<file path="config.mk">
export PLATFORM = sky130hd
export DESIGN_NAME = if_fetch_queue
export DESIGN_NICKNAME = d
export VERILOG_FILES = /design/src/rtl/if_fetch_queue_pkg.sv /design/src/rtl/if_fetch_queue_fifo.sv /design/src/rtl/if_fetch_queue.sv
export SDC_FILE = /design/constraint.sdc
export NUM_CORES = 1
export LEC_CHECK = 0
export BUFFER_PORTS_ARGS = -buffer_cell sky130_fd_sc_hd__buf_2
export CORE_ASPECT_RATIO = 0.5
export CORE_UTILIZATION = 30
export CTS_CLUSTER_SIZE = 8
export DETAILED_ROUTE_END_ITERATION = 12
export PLACE_DENSITY = 0.5
export SYNTH_ARGS = -nofsm -noshare
export SYNTH_HDL_FRONTEND = slang
export SYNTH_SLANG_ARGS = --single-unit
</file>
<file path="constraint.sdc">
create_clock -name clk -period 6.9 [get_ports clk]
set_clock_uncertainty 0.05 [all_clocks]
set_input_delay 1.035 -clock clk [delete_from_list [all_inputs] [get_ports clk]]
set_output_delay 1.035 -clock clk [all_outputs]
set_load 0.01 [all_outputs]
</file>
<file path="src/rtl/if_fetch_queue_pkg.sv">
// Shared widths, reset constants and the fetch-queue entry layout for the
// instruction-fetch front end.
package if_fetch_queue_pkg;

    localparam int unsigned InstAddrWidth   = 32;
    localparam int unsigned InstWidth       = 32;
    localparam int unsigned FetchEntryWidth = InstAddrWidth + InstWidth;

    localparam logic [InstAddrWidth-1:0] RESET_PC_DEFAULT = 32'h1c00_0000;
    localparam logic [InstAddrWidth-1:0] PC_INC           = 32'd4;

    typedef struct packed {
        logic [InstAddrWidth-1:0] pc;
        logic [InstWidth-1:0]     inst;
    } fetch_entry_t;

    // Instruction addresses are word aligned; low two bits are discarded.
    function automatic logic [InstAddrWidth-1:0] align_pc(input logic [InstAddrWidth-1:0] pc);
        return {pc[InstAddrWidth-1:2], 2'b00};
    endfunction

endpackage

</file>
<file path="src/rtl/if_fetch_queue_fifo.sv">
// Synchronous FIFO with flush, count, full/empty and an unregistered head
// that reads zero while empty.
module fetch_fifo
    import if_fetch_queue_pkg::*;
#(
    parameter int unsigned DEPTH = 4,
    parameter int unsigned WIDTH = FetchEntryWidth
) (
    input  logic                     clk,
    input  logic                     rst,
    input  logic                     flush_i,
    input  logic                     push_i,
    input  logic                     pop_i,
    input  logic [WIDTH-1:0]         push_data_i,
    output logic [WIDTH-1:0]         head_data_o,
    output logic [$clog2(DEPTH):0]   count_o,
    output logic                     full_o,
    output logic                     empty_o
);

    localparam int unsigned AW = $clog2(DEPTH);
    localparam logic [AW:0] FullCount = (AW + 1)'(DEPTH);

    logic [WIDTH-1:0] mem_q [DEPTH];
    logic [AW-1:0]    wr_ptr_q, wr_ptr_d;
    logic [AW-1:0]    rd_ptr_q, rd_ptr_d;
    logic [AW:0]      count_q, count_d;
    logic             pop_ok, push_ok;

    assign empty_o = (count_q == '0);
    assign full_o  = (count_q == FullCount);
    assign count_o = count_q;

    // A push into a full queue is only accepted when a pop frees the slot.
    assign pop_ok  = pop_i & ~empty_o;
    assign push_ok = push_i & (~full_o | pop_ok);

    assign head_data_o = empty_o ? '0 : mem_q[rd_ptr_q];

    always_comb begin
        wr_ptr_d = wr_ptr_q;
        rd_ptr_d = rd_ptr_q;
        count_d  = count_q;
        if (flush_i) begin
            wr_ptr_d = '0;
            rd_ptr_d = '0;
            count_d  = '0;
        end else begin
            if (push_ok) wr_ptr_d = wr_ptr_q + AW'(1);
            if (pop_ok)  rd_ptr_d = rd_ptr_q + AW'(1);
            case ({push_ok, pop_ok})
                2'b10:   count_d = count_q + (AW + 1)'(1);
                2'b01:   count_d = count_q - (AW + 1)'(1);
                default: count_d = count_q;
            endcase
        end
    end

    always_ff @(posedge clk) begin
        if (rst) begin
            wr_ptr_q <= '0;
            rd_ptr_q <= '0;
            count_q  <= '0;
        end else begin
            wr_ptr_q <= wr_ptr_d;
            rd_ptr_q <= rd_ptr_d;
            count_q  <= count_d;
        end
    end

    always_ff @(posedge clk) begin
        if (!rst && !flush_i && push_ok) mem_q[wr_ptr_q] <= push_data_i;
    end

endmodule

</file>
<file path="src/rtl/if_fetch_queue.sv">
// Instruction-fetch front end: owns the PC, issues ROM reads and queues
// {pc, inst} pairs for decode; branch redirects flush and reload the PC.
module if_fetch_queue
    import if_fetch_queue_pkg::*;
#(
    parameter int unsigned              DEPTH    = 4,
    parameter logic [InstAddrWidth-1:0] RESET_PC = RESET_PC_DEFAULT
) (
    input  logic                     clk,
    input  logic                     rst,
    output logic [InstAddrWidth-1:0] rom_inst_addr_o,
    output logic                     rom_inst_en_o,
    input  logic [InstWidth-1:0]     rom_inst_i,
    input  logic                     redirect_i,
    input  logic [InstAddrWidth-1:0] redirect_pc_i,
    output logic                     id_valid_o,
    input  logic                     id_ready_i,
    output logic [InstAddrWidth-1:0] id_pc_o,
    output logic [InstWidth-1:0]     id_inst_o
);

    logic [InstAddrWidth-1:0] pc_q, pc_d;
    logic                     fire, pop;
    logic                     fifo_full, fifo_empty;
    logic [$clog2(DEPTH):0]   unused_count;
    fetch_entry_t             push_entry, head_entry;

    assign id_valid_o = ~rst & ~fifo_empty;
    assign pop        = id_valid_o & id_ready_i;
    assign fire       = ~rst & ~redirect_i & (~fifo_full | pop);

    assign rom_inst_addr_o = pc_q;
    assign rom_inst_en_o   = fire;

    assign push_entry.pc   = pc_q;
    assign push_entry.inst = rom_inst_i;
    assign id_pc_o         = head_entry.pc;
    assign id_inst_o       = head_entry.inst;

    fetch_fifo #(
        .DEPTH (DEPTH),
        .WIDTH (FetchEntryWidth)
    ) u_fetch_fifo (
        .clk         (clk),
        .rst         (rst),
        .flush_i     (redirect_i),
        .push_i      (fire),
        .pop_i       (pop),
        .push_data_i (push_entry),
        .head_data_o (head_entry),
        .count_o     (unused_count),
        .full_o      (fifo_full),
        .empty_o     (fifo_empty)
    );

    always_comb begin
        pc_d = pc_q;
        if (redirect_i)  pc_d = align_pc(redirect_pc_i);
        else if (fire)   pc_d = pc_q + PC_INC;
    end

    always_ff @(posedge clk) begin
        if (rst) pc_q <= RESET_PC;
        else     pc_q <= pc_d;
    end

endmodule

</file>
# Word level (Yosys, flattened, before mapping)

Memories as Yosys holds them, arrays and structs flattened. A register that Yosys moved wholly into a read port is not among the register bits.
Index checks and enable logic that the tools add are counted.

Memories: 1
Output and inout bits: 98
Flip-flop bits (word level): 39
Bits in writable memories: 256
Logic and storage cells: 42

Memories:

| name               | depth | width | rd ports | clocked after memory_dff | write ports | RTL line                  | source |
|---|---|---|---|---|---|---|---|
| u_fetch_fifo.mem_q | 4     | 64    | 1        | 1                        | 1           | if_fetch_queue_fifo.sv:24 | `logic [WIDTH-1:0] mem_q [DEPTH];` |

Multiplexer cells: 8
Equality and inequality tests: 3
Bitwise gates (word level): 12
Add/subtract/negate cells: 5
Reductions and logical operators: 8

Operators by type and width:

| operator                                                            | count |
|---|---|
| 32-bit two-way mux                                                  | 2 |
| 64-bit two-way mux                                                  | 1 |
| 32-bit by 3-bit adder with 32-bit output (second input constant)    | 1 |
| 1-bit bitwise AND                                                   | 6 |
| 3-bit one-hot mux with 2 select lines                               | 1 |
| 2-bit by 1-bit adder with 2-bit output (second input constant)      | 2 |
| 2-bit two-way mux                                                   | 2 |
| 1-bit NOT                                                           | 4 |
| 2-bit nonzero test                                                  | 2 |
| 3-bit by 1-bit adder with 3-bit output (second input constant)      | 1 |
| 3-bit == test (second input constant)                               | 1 |
| 3-bit logical NOT                                                   | 1 |
| 3-bit by 1-bit subtractor with 3-bit output (second input constant) | 1 |
| 2-bit by 1-bit == test with 1-bit output (second input constant)    | 1 |
| 2-bit == test (second input constant)                               | 1 |
| 1-bit logical AND                                                   | 2 |
| 1-bit logical NOT                                                   | 2 |
| 1-bit two-way mux                                                   | 2 |
| 1-bit bitwise OR                                                    | 2 |
| 2-bit OR reduction                                                  | 1 |

# Depth between registers and ports, before layout

Gate-level depths: netlist of run 1.

Depth in word-level cells: 10
Gate-level depth with buffers: 9
Gate-level depth less buffers: 8

# Cells and area by module

Synthesis of run 1 repeated with hierarchy kept, for this count alone.

Cell total of the unflattened synthesis: 718
Area, all modules: 12359.4 µm²

Modules (own cells, without submodules):

| module         | cells each | area an instance (µm²) | times used | sequential area each (µm²) |
|---|---|---|---|---|
| fetch_fifo     | 474        | 10408.7                | 1          | 7867.5 |
| if_fetch_queue | 244        | 1950.6                 | 1          | 600.6 |

# Least setup slack after synthesis of run 1

OpenSTA, ideal clock, no wires.

Path type: input to register
From: input port redirect_i
To: memory u_fetch_fifo.mem_q[0][0] in the netlist's numbering, enable pin
Arrival time: 3035 ps
Slack: 3389 ps
Buffers on the path: 1
Cell stages on the path: 3
Required time: 6423 ps
Cell sequence: clkbuf_1 -> nor2_2 -> and3_1

Longest elaborated chain between the ends: 7
Elaborated cells between the ends (all ways): 9
Those cells by class: mux (2); bitwise (4); reduce/logical (3)

Ends and longest elaborated chain:

| what                                      | RTL line                  | source |
|---|---|---|
| start: declaration                        | if_fetch_queue.sv:14      | `input logic redirect_i,` |
| 1-bit NOT                                 | if_fetch_queue.sv:30      | `assign fire = ~rst & ~redirect_i & (~fifo_full \| pop);` |
| 1-bit bitwise AND (2 in series)           | if_fetch_queue.sv:30      |  |
| 1-bit bitwise AND                         | if_fetch_queue_fifo.sv:36 | `assign push_ok = push_i & (~full_o \| pop_ok);` |
| 1-bit logical AND *                       | if_fetch_queue_fifo.sv:72 | `if (!rst && !flush_i && push_ok) mem_q[wr_ptr_q] <= push_data_i;` |
| 1-bit two-way mux *                       | if_fetch_queue_fifo.sv:72 |  |
| 1-bit two-way mux (implied by the code) * | if_fetch_queue_fifo.sv:72 |  |
| end: declaration                          | if_fetch_queue_fifo.sv:24 |  |

Mark *: on every way between the ends. The rest lies on a longest branch, timed or not.

==> results of run 1 <==
-- Yosys cell counts (all sizes together) (3+ instances only) --
library cell	number
a2111oi	5
a211oi	10
a21oi	7
a311oi	11
a31oi	3
and2	3
and3	8
and4	11
buf	18
clkbuf	24
dfxtp	39
edfxtp	248
ha	6
inv	13
mux4	62
nand2	19
nand2b	3
nand3	16
nand4	16
nor2	34
nor2b	65
nor3	9
nor3b	3
nor4	13
o21ai	9
or3	6
or4	4
xnor2	3
xor2	7
-- cell families (layout without fill, tap and decap cells) --
kind of cell	Yosys count	count (layout)	share of synthesized area [%]
flops	287	287	69.5
simple gates	217	217	10.9
compound gates	64	64	4.09
mux	63	63	11.9
buf+inv	56	238	2.04
xor+xnor	10	10	0.740
fa+ha+maj	7	7	0.803
other cells	1	5	0.0317
-- routing by layer --
metal,track usage (%),vias up,share of wire [%]
met1,17.1,3603,42
met2,25.9,116,52
li1,-,3146,-
met5,0,-,0
met3,2.66,44,3.6
met4,4.49,0,2.1
-- layout make-up --
cell class,instances,area [um^2]
clock inverter,1,8.76
timing repair buffer,164,833
inverter,14,52.6
fill,3650,24500
tap,530,663
antenna,1,2.50
clock buffer,59,1140
sequential,287,8240
multi-input combinational,365,3400
-- registers in the layout (all words and copies together), names as in the netlist, named ones only --
register and cells:
rom_inst_addr_o 30, u_fetch_fifo.count_o 3, u_fetch_fifo.mem_q 248, u_fetch_fifo.rd_ptr_q 2
u_fetch_fifo.wr_ptr_q 2
-- critical path: stages (launching register included) --
cell	delay [ps]
dfxtp_4	800
buf_4	700
mux4_2	600
nor2b_1	150
buf_2	160
-- final timing paths --
| path | start | to | slack [ps] | depth (start not counted) |
|---|---|---|---|---|
| max | flip-flop | id_inst_o[15] | 2830 | 4 |
| min | u_fetch_fifo.rd_ptr_q[1]$_SDFFE_PP0P_ | flip-flop | 480 | 2 |
| max reg2reg | u_fetch_fifo.count_o[2]$_SDFFE_PP0P_ | u_fetch_fifo.count_o[2]$_SDFFE_PP0P_ | 4190 | 8 |
| min reg2reg | u_fetch_fifo.rd_ptr_q[1]$_SDFFE_PP0P_ | flip-flop | 480 | 2 |
-- layout by cell type (no fill, tap or decap), types with 3 or more instances in the layout --
cell type	netlist	final
clkbuf_1	24	16
nand3_1	16	16
xor2_1	7	7
xnor2_1	3	3
nor3_1	9	8
and3_4	0	4
a311oi_1	11	11
buf_4	5	5
clkbuf_16	0	43
inv_1	13	13
a2111oi_0	3	3
nor2_1	33	33
or4_1	3	3
edfxtp_1	248	248
nand4_1	14	14
o21ai_0	9	9
nor4_1	12	12
and3_1	8	4
nor2b_1	65	65
and4_1	11	11
a31oi_1	3	3
conb_1	1	4
mux4_2	62	62
a211oi_1	10	10
ha_1	6	6
or3_1	6	6
buf_2	10	159
nand2_1	18	18
a21oi_1	7	7
nand2b_1	3	3
dfxtp_1	39	37
-- report_power, final --
group,total [mW],internal (mW),switching (mW),leakage [nW]
Combinational,0.180,0.0739,0.106,1.68
Sequential,1.98,1.94,0.0407,2.57
Clock,1.81,1.12,0.694,0.553
==> results.md, run 1 <==
- Area grow syn2layout: 21.1%
- Die height: 142 um
- Synth warnings: 0
- Pin count of the biggest net entering global routing: 63
- Critical Path End Type: primary output
- Hold-fix buffers at CTS: 0
- CTS sink cnt: 287
- Final hold viol count: 0
- 1st-iter DRT viols: approximately 480
- Worst hold slack: between 400 and 500 ps
- Syn Inst Count: 705
- Routed vias/inst: between 4 and 5
- RSZ-0062 raised after global routing: false
- I/O pin count: between 150 and 200
- Min-delay worst type: reg2reg
- Crit path DAT: about 3000 ps
- Drt drc: 0
- Gr ovfl total: 0
- Yosys top cell by area: edfxtp_1
- Highest clock rate: roughly 250 MHz
- Cell Area, Placed: ~13000 um^2
- Post-DP HPWL: approximately 17 mm
- Final TNS setup: 0 ps
- Fin util: a little under two fifths
- Max-Cap Viols: 0
- Share of cells above drive strength 1: roughly a third
- CP Max Fanout: 33
- First-pass GRT wire length: roughly 44 mm
- Input/output buffers: about 160
- Tot Pwr: slightly below 4 mW
- All-Layer GR Usage: 14.2%
- Post-Syn Area: 11800 um^2
- Placed cell count: ~1400
- Pwr Density: roughly 280 nW/um^2
- Syn avg cell area: between 15 and 20 um^2
- Critical setup path kind: reg2out
- Seq/Total Area, Yosys: a little over two thirds
- Library cells used by synthesis: 64
- Crit path time final: ~4100 ps
- Most used flip-flop cell after synthesis: edfxtp_1
- Part of the cycle the worst path needs: around three fifths
- Final worst slack: about 2800 ps
- Critical Path RT: ~5800 ps
- Peak supply drop: about 0.14 mV
- DRT Wirelength: 28.7 mm
- Pleak: between 4 and 5 nW
- Final count of negative-setup-slack endpoints: 0
- Post-synthesis register bit count: ~290
- Starting Density: a little under a third
- Post-synth top area share: approximately 63%
- Rel. slew slack: between 20% and 30%
- Post-CTS sizing: 0
- H-tree depth: 2
- First-pass DRT Iterations: 5
- Async set-reset flop share out of synthesis: 0%
- Outcome: completed
- Longest Clk Path Bufs: 3
- Number of max-slew violations in the final report: 0
- Setup slack at placement: between 3000 and 4000 ps
- Final non-filler cell total: between 1000 and 1500
- Core area: between 30000 and 40000 um^2
- CTS tree: done
- Row count: just over 50
- CTS root buf: clkbuf_16
- Die width: 283 um
- Worst-Margin Slew: between 1000 and 1500 ps
- Clock transition at path regs: 50 ps
- EDFF count, synth: approximately 250
- Gpl congestion: roughly 0.78
- Crit path launch type: flip-flop
- Num CTS Buffers: 41
- Post-route cell area: between 10000 and 15000 um^2
- Vias in the first global route: 7393
- Routed WL per cell: about 20 um
- Die Footprint: 40300 um^2
- Worst-Skew Late Latency: approximately 530 ps
- Leading cell types by total area after synthesis: edfxtp_1 63%, mux4_2 12%, dfxtp_1 6.6%, nor2b_1 3.4%, nor2_1 1.0%
- Initial antenna violation count: 1
- Post-route ant nets: 0
- Setup Buffers After CTS: 0
- Nets: approximately 950
- Routed vias: between 6000 and 7000
(Power assumes the default switching activity.)
==> inputs of run 2 (changes only) <==
Clock period 6.9 ns to 4.1 ns, I/O delays scaled along.
==> run 2 against run 1 <==
Critical path depth unchanged. Die area unchanged. Non-clock buffer count up 5. Core utilization up 0.25 points. Register-to-register slack worse by 2800 ps. Global-route usage about the same. Largest cell class unchanged. Largest power group unchanged.
==> results.md, run 2 (same netlist as run 1, synthesis figures left out) <==
- Outcome: completed
- Starting Density: about 30%
- Nets: approximately 950
- CTS root buf: clkbuf_16
- Crit path DAT: around 2500 ps
- First-pass DRT Iterations: 5
- Highest clock rate: roughly 310 MHz
- Worst Hold Launch: rom_inst_i[14]
- Peak supply drop: 0.229 mV
- Die Footprint: approximately 40000 um^2
- Fill count: around 3700
- Crit path time final: ~3200 ps
- Post-DP HPWL: between 15 and 20 mm
- Area grow syn2layout: 21.9%
- Cell Area, Placed: between 10000 and 15000 um^2
- Final TNS setup: 0 ps
- Worst hold endpoint: u_fetch_fifo.mem_q[2][14]$_DFFE_PP_
- H-tree depth: 2
- Number of max-slew violations in the final report: 0
- Critical setup path kind: reg2out
- Worst hold slack: 257 ps
- Routed vias/inst: 4.92
- Min-delay worst type: in2reg
- Post-route cell area: 14400 um^2
- Post-route ant nets: 0
- CTS tree: done
- Clock transition at path regs: 50 ps
- Rel. slew slack: a little over a quarter
- Hold-fix buffers at CTS: 0
- I/O pin count: around 170
- R2R Path End: u_fetch_fifo.count_o[2]$_SDFFE_PP0P_
- Post-CTS sizing: 0
- Most frequent cells in the layout: 248 x edfxtp_1, 159 x buf_2, 65 x nor2b_1
- Number of flip-flops in the largest register: around 250
- Tot Pwr: about 6.7 mW
- Initial antenna violation count: 2
- CTS sink cnt: between 200 and 300
- Pin count of the biggest net entering global routing: 65
- Final count of negative-setup-slack endpoints: 0
- Sequential cell area: around 8000 um^2
- R2R Setup Slk: between 1000 and 1500 ps
- Share of cells above drive strength 1: around 33%
- Critical Path RT: 3430 ps
- Part of the cycle the worst path needs: 77.6%
- First-pass GRT wire length: approximately 43 mm
- Row count: 51
- Max-Cap Viols: 0
- Pleak: a little under 5 nW
- Placed cell count: roughly 1400
- Reg2Reg Depth: 8
- RSZ-0062 raised after global routing: false
- Commonest non-fill, non-tap cell in the layout: edfxtp_1
- Grt met1 use: 17.5%
- Routed vias: approximately 7000
- DRT Wirelength: 29.1 mm
- Gpl congestion: around 0.79
- Drt drc: 0
- Routed WL per cell: approximately 20 um
- Pwr Density: 462 nW/um^2
- Final non-filler cell total: around 1400
- Num CTS Buffers: between 40 and 50
- Gr busiest metal: met2
- Final hold viol count: 0
- CP Max Fanout: 40
- Most flop-heavy register: u_fetch_fifo.mem_q
- Multi-input gate area: ~3400 um^2
- Worst-Skew Late Latency: around 530 ps
- Worst-Margin Slew: ~1100 ps
- Setup Buffers After CTS: 0
- Crit path launch type: flip-flop
- All-Layer GR Usage: between 10% and 20%
- Input/output buffers: roughly 160
- Die height: 142 um
- Worst r2r src: u_fetch_fifo.count_o[2]$_SDFFE_PP0P_
- Met2 Use GR: about a quarter
- Die width: 283 um
- Hold depth: 1
- Longest Clk Path Bufs: 3
- Critical Path End Type: primary output
- Met3 Resource Use GR: approximately 2.6%
- Gr ovfl total: 0
- Core area: 38900 um^2
- 1st-iter DRT viols: between 400 and 500
- Vias in the first global route: 7346
[run 2: changes by cell type in the layout (fill, tap and decap cells not counted), sizes merged]
cell and change:
buf +5, clkbuf -1
[run 2: worst max-delay path, cell delays in order (launching register included)]
cell,delay (ps)
dfxtp_4,660
buf_12,360
mux4_2,540
nor2b_1,160
buf_2,190
[run 2: how the worst max path moves through the flow]
stage,startpoint,end,cells after the start
2_1_floorplan,redirect_i,u_fetch_fifo.mem_q[0][0]$_DFFE_PP_,3
3_3_place_gp,id_ready_i,u_fetch_fifo.count_o[2]$_SDFFE_PP0P_,9
3_5_place_dp,id_ready_i,u_fetch_fifo.count_o[2]$_SDFFE_PP0P_,9
4_1_cts,flip-flop,id_pc_o[10],4
5_1_grt,flip-flop,id_pc_o[15],4
6_report,flip-flop,id_pc_o[10],4
[run 2: per-layer routing]
metal,share of wire (%),vias to the layer above
li1,-,3176
met1,42,3621
met2,51,159
met3,4.2,60
met4,2.9,2
met5,0.045,-
[run 2: through the flow]
stage               util [%]  setup slack (ps)
floorplan                  -              1010
global placement        34.2              1100
detailed placement      34.2              1080
CTS                     37.1               777
global route            37.1               693
finish                  37.1               917
[run 2: area by class of cell]
cell class | count | share of cell area [%]
clock buffer | 58 | 7.85
tap | 530 | 4.59
timing repair buffer | 169 | 6.47
clock inverter | 1 | 0.0607
inverter | 14 | 0.364
sequential | 287 | 57.1
antenna | 1 | 0.0173
multi-input combinational | 365 | 23.6
[run 2: report_power, final]
part,switching [mW],internal [mW]
Sequential,0.0683,3.26
Clock,1.15,1.88
Combinational,0.181,0.129
Total,1.40,5.27
==> inputs of run 3 (changes only) <==
Settings changed: ABC_AREA from default to 1, PLACE_DENSITY 0.5 to 0.52.
Clock period 4.1 ns to 2.7 ns, I/O delays scaled along.
==> run 3 against run 2 <==
The flow now finishes with violations (DRC). Cell count increased by 33%. Power increased by 54%. Highest routed layer is now met4. Sequential share of layout area decreased by 2.3 points. Largest power group unchanged. Combinational power increased by 80%. Largest cell class unchanged.
==> results.md, run 3 <==
- Outcome: finished, violations left
- Violated checks: DRC
- Critical setup path kind: reg2out
- Gpl congestion: 0.837
- CP Max Fanout: 62
- Clock transition at path regs: 50 ps
- Number of max-slew violations in the final report: 0
- Final count of negative-setup-slack endpoints: 0
- Leading cell types by total area after synthesis: edfxtp_1 61%, nor2_1 10%, dfxtp_1 6.4%, o21ai_0 6.0%, a21oi_1 3.9%
- H-tree depth: 2
- Vias in the first global route: 8754
- Most used flip-flop cell after synthesis: edfxtp_1
- Die width: roughly 290 um
- Synth Area in Simple Gates: between 10% and 20%
- Yosys top cell by area: edfxtp_1
- XOR/XNOR Fraction of Synth Area: 0.500%
- Main combinational cell family by area after synthesis: simple AND/OR/NAND/NOR gates
- Num CTS Buffers: between 40 and 50
- Compound-Gate Fraction of Synth Area: between 10 and 15%
- Async set-reset flop share out of synthesis: 0%
- Top-count cell post-synth: nor2_1
- Longest Clk Path Bufs: 3
- Synth cell count leaders: 332 x nor2_1, 248 x edfxtp_1, 147 x o21ai_0
- Initial antenna violation count: 0
- Row count: 51
- Max-Cap Viols: 0
- Syn Inst Count: 1179
- Worst hold slack: 53.6 ps
- DRT Wirelength: roughly 33 mm
- Post-Syn Area: between 10000 and 15000 um^2
- Commonest non-fill, non-tap cell in the layout: nor2_1
- Tot Pwr: about 10 mW
- First-pass DRT Iterations: 9
- Pleak: around 5.6 nW
- Final worst slack: ~200 ps
- CTS sink cnt: 287
- First-pass GRT wire length: between 40 and 50 mm
- Pin count of the biggest net entering global routing: roughly 130
- Final hold viol count: 0
- Crit path DAT: between 2000 and 2500 ps
- All-Layer GR Usage: 15.5%
- Worst-Skew Late Latency: 520 ps
- Crit path launch type: flip-flop
- Critical Path RT: roughly 2300 ps
- Seq/Total Area, Yosys: between 60% and 70%
- Highest clock rate: between 400 and 500 MHz
- Routed vias: about 8900
- Setup slack at placement: 485 ps
- Drt drc: 8
- CTS root buf: clkbuf_16
- Post-synthesis register bit count: between 200 and 300
- Crit path time final: between 2000 and 2500 ps
- Rel. slew slack: between 50% and 60%
- Post-synth top area share: about three fifths
- Fin util: a little under two fifths
- Synth Area in Adders: less than 1%
- Routed vias/inst: about 4.7
- Starting Density: 31.0%
- R2R Setup Slk: 620 ps
- Share of cells above drive strength 1: between 10% and 20%
- 1st-iter DRT viols: 565
- Post-route cell area: roughly 15000 um^2
- Most flop-heavy register: u_fetch_fifo.mem_q
- EDFF count, synth: approximately 250
- Post-DP HPWL: 19.5 mm
- Pwr Density: 684 nW/um^2
- Nets: ~1400
- Library cells used by synthesis: 37
- CTS tree: done
- Die Footprint: 41700 um^2
- I/O pin count: between 150 and 200
- Input/output buffers: 159
- Core area: 39600 um^2
- Peak supply drop: 0.428 mV
- Part of the cycle the worst path needs: 92.5%
- Cell Area, Placed: roughly 14000 um^2
- Min-delay worst type: in2reg
- Most frequent cells in the layout: 328 x nor2_1, 248 x edfxtp_1, 159 x buf_2
- Gr ovfl total: 0
- Post-route ant nets: 0
- Number of flip-flops in the largest register: approximately 250
- Area grow syn2layout: 22.7%
- Proportion of synthesized area in mux cells: 0%
- Critical Path End Type: primary output
- RSZ-0062 raised after global routing: false
- Die height: ~140 um
- Worst-Margin Slew: between 600 and 700 ps
- Routed WL per cell: around 18 um
- Syn avg cell area: between 10 and 15 um^2
- Synth warnings: 0
[run 3: cell types whose count changed after synthesis, sizes merged, moves of 38 or more]
| cell | previous run | this run |
|---|---|---|
| a21oi | 7 | 97 |
| inv | 13 | 51 |
| o21ai | 9 | 148 |
| mux4 | 62 | 0 |
| nand2 | 19 | 124 |
| nor2b | 65 | 0 |
| nor2 | 34 | 344 |
[run 3: what timing repair did]
action,4_1_cts,5_1_grt
cloned,0,1
endpoints found under the hold margin,0,0
setup buffers,0,1
gates resized for setup,1,1
hold buffers,0,0
endpoints found under the setup margin,13,24
[run 3: cell families (layout without fill, tap and decap cells)]
kind of cell	after synthesis	in the layout
other cells	1	5
xor+xnor	7	7
compound gates	255	255
simple gates	507	507
fa+ha+maj	7	7
buf+inv	115	298
flops	287	287
[run 3: worst paths after layout]
check / startpoint / endpoint / depth (start not counted)
worst min register to register: u_fetch_fifo.rd_ptr_q[1]$_SDFFE_PP0P_ / flip-flop / 2
worst max-delay path: u_fetch_fifo.count_o[2]$_SDFFE_PP0P_ / id_inst_o[17] / 4
worst min-delay path: rom_inst_i[10] / u_fetch_fifo.mem_q[0][10]$_DFFE_PP_ / 1
worst max register to register: u_fetch_fifo.count_o[2]$_SDFFE_PP0P_ / u_fetch_fifo.count_o[2]$_SDFFE_PP0P_ / 11
[run 3: power breakdown]
part | internal, mW | switching, mW
clock network | 2.86 | 1.79
logic | 0.199 | 0.359
registers | 4.96 | 0.114
[run 3: routing by layer]
metal,routed length [um],GRT usage (%)
met5,0,0
met2,16300,26.5
met1,14800,20.2
met3,1490,2.80
met4,615,3.97
[run 3: layout make-up]
cell class | count | area [um^2]
clock buffers | 58 | 1130
inverters | 52 | 198
flip-flops and latches | 287 | 8230
well taps | 530 | 663
fillers | 3853 | 24500
diodes | 1 | 2.50
repair buffers | 187 | 1230
clock inverters | 1 | 8.76
multi-input cells | 780 | 3570
[run 3: through the flow]
| step | setup TNS [ps] | cells |
|---|---|---|
| 6_report | 0 | 1896 |
| 4_1_cts | 0 | 1893 |
| 5_1_grt | 0 | 1895 |
| 2_1_floorplan | -113580 | 1182 |
| 3_5_place_dp | 0 | 1834 |
| 3_3_place_gp | 0 | 1834 |
[run 3: worst max-delay path: stages, from the launching register on]
cell and delay [ps]:
dfxtp_1 370, nor3_4 230, buf_6 510, a21oi_1 160, buf_2 190
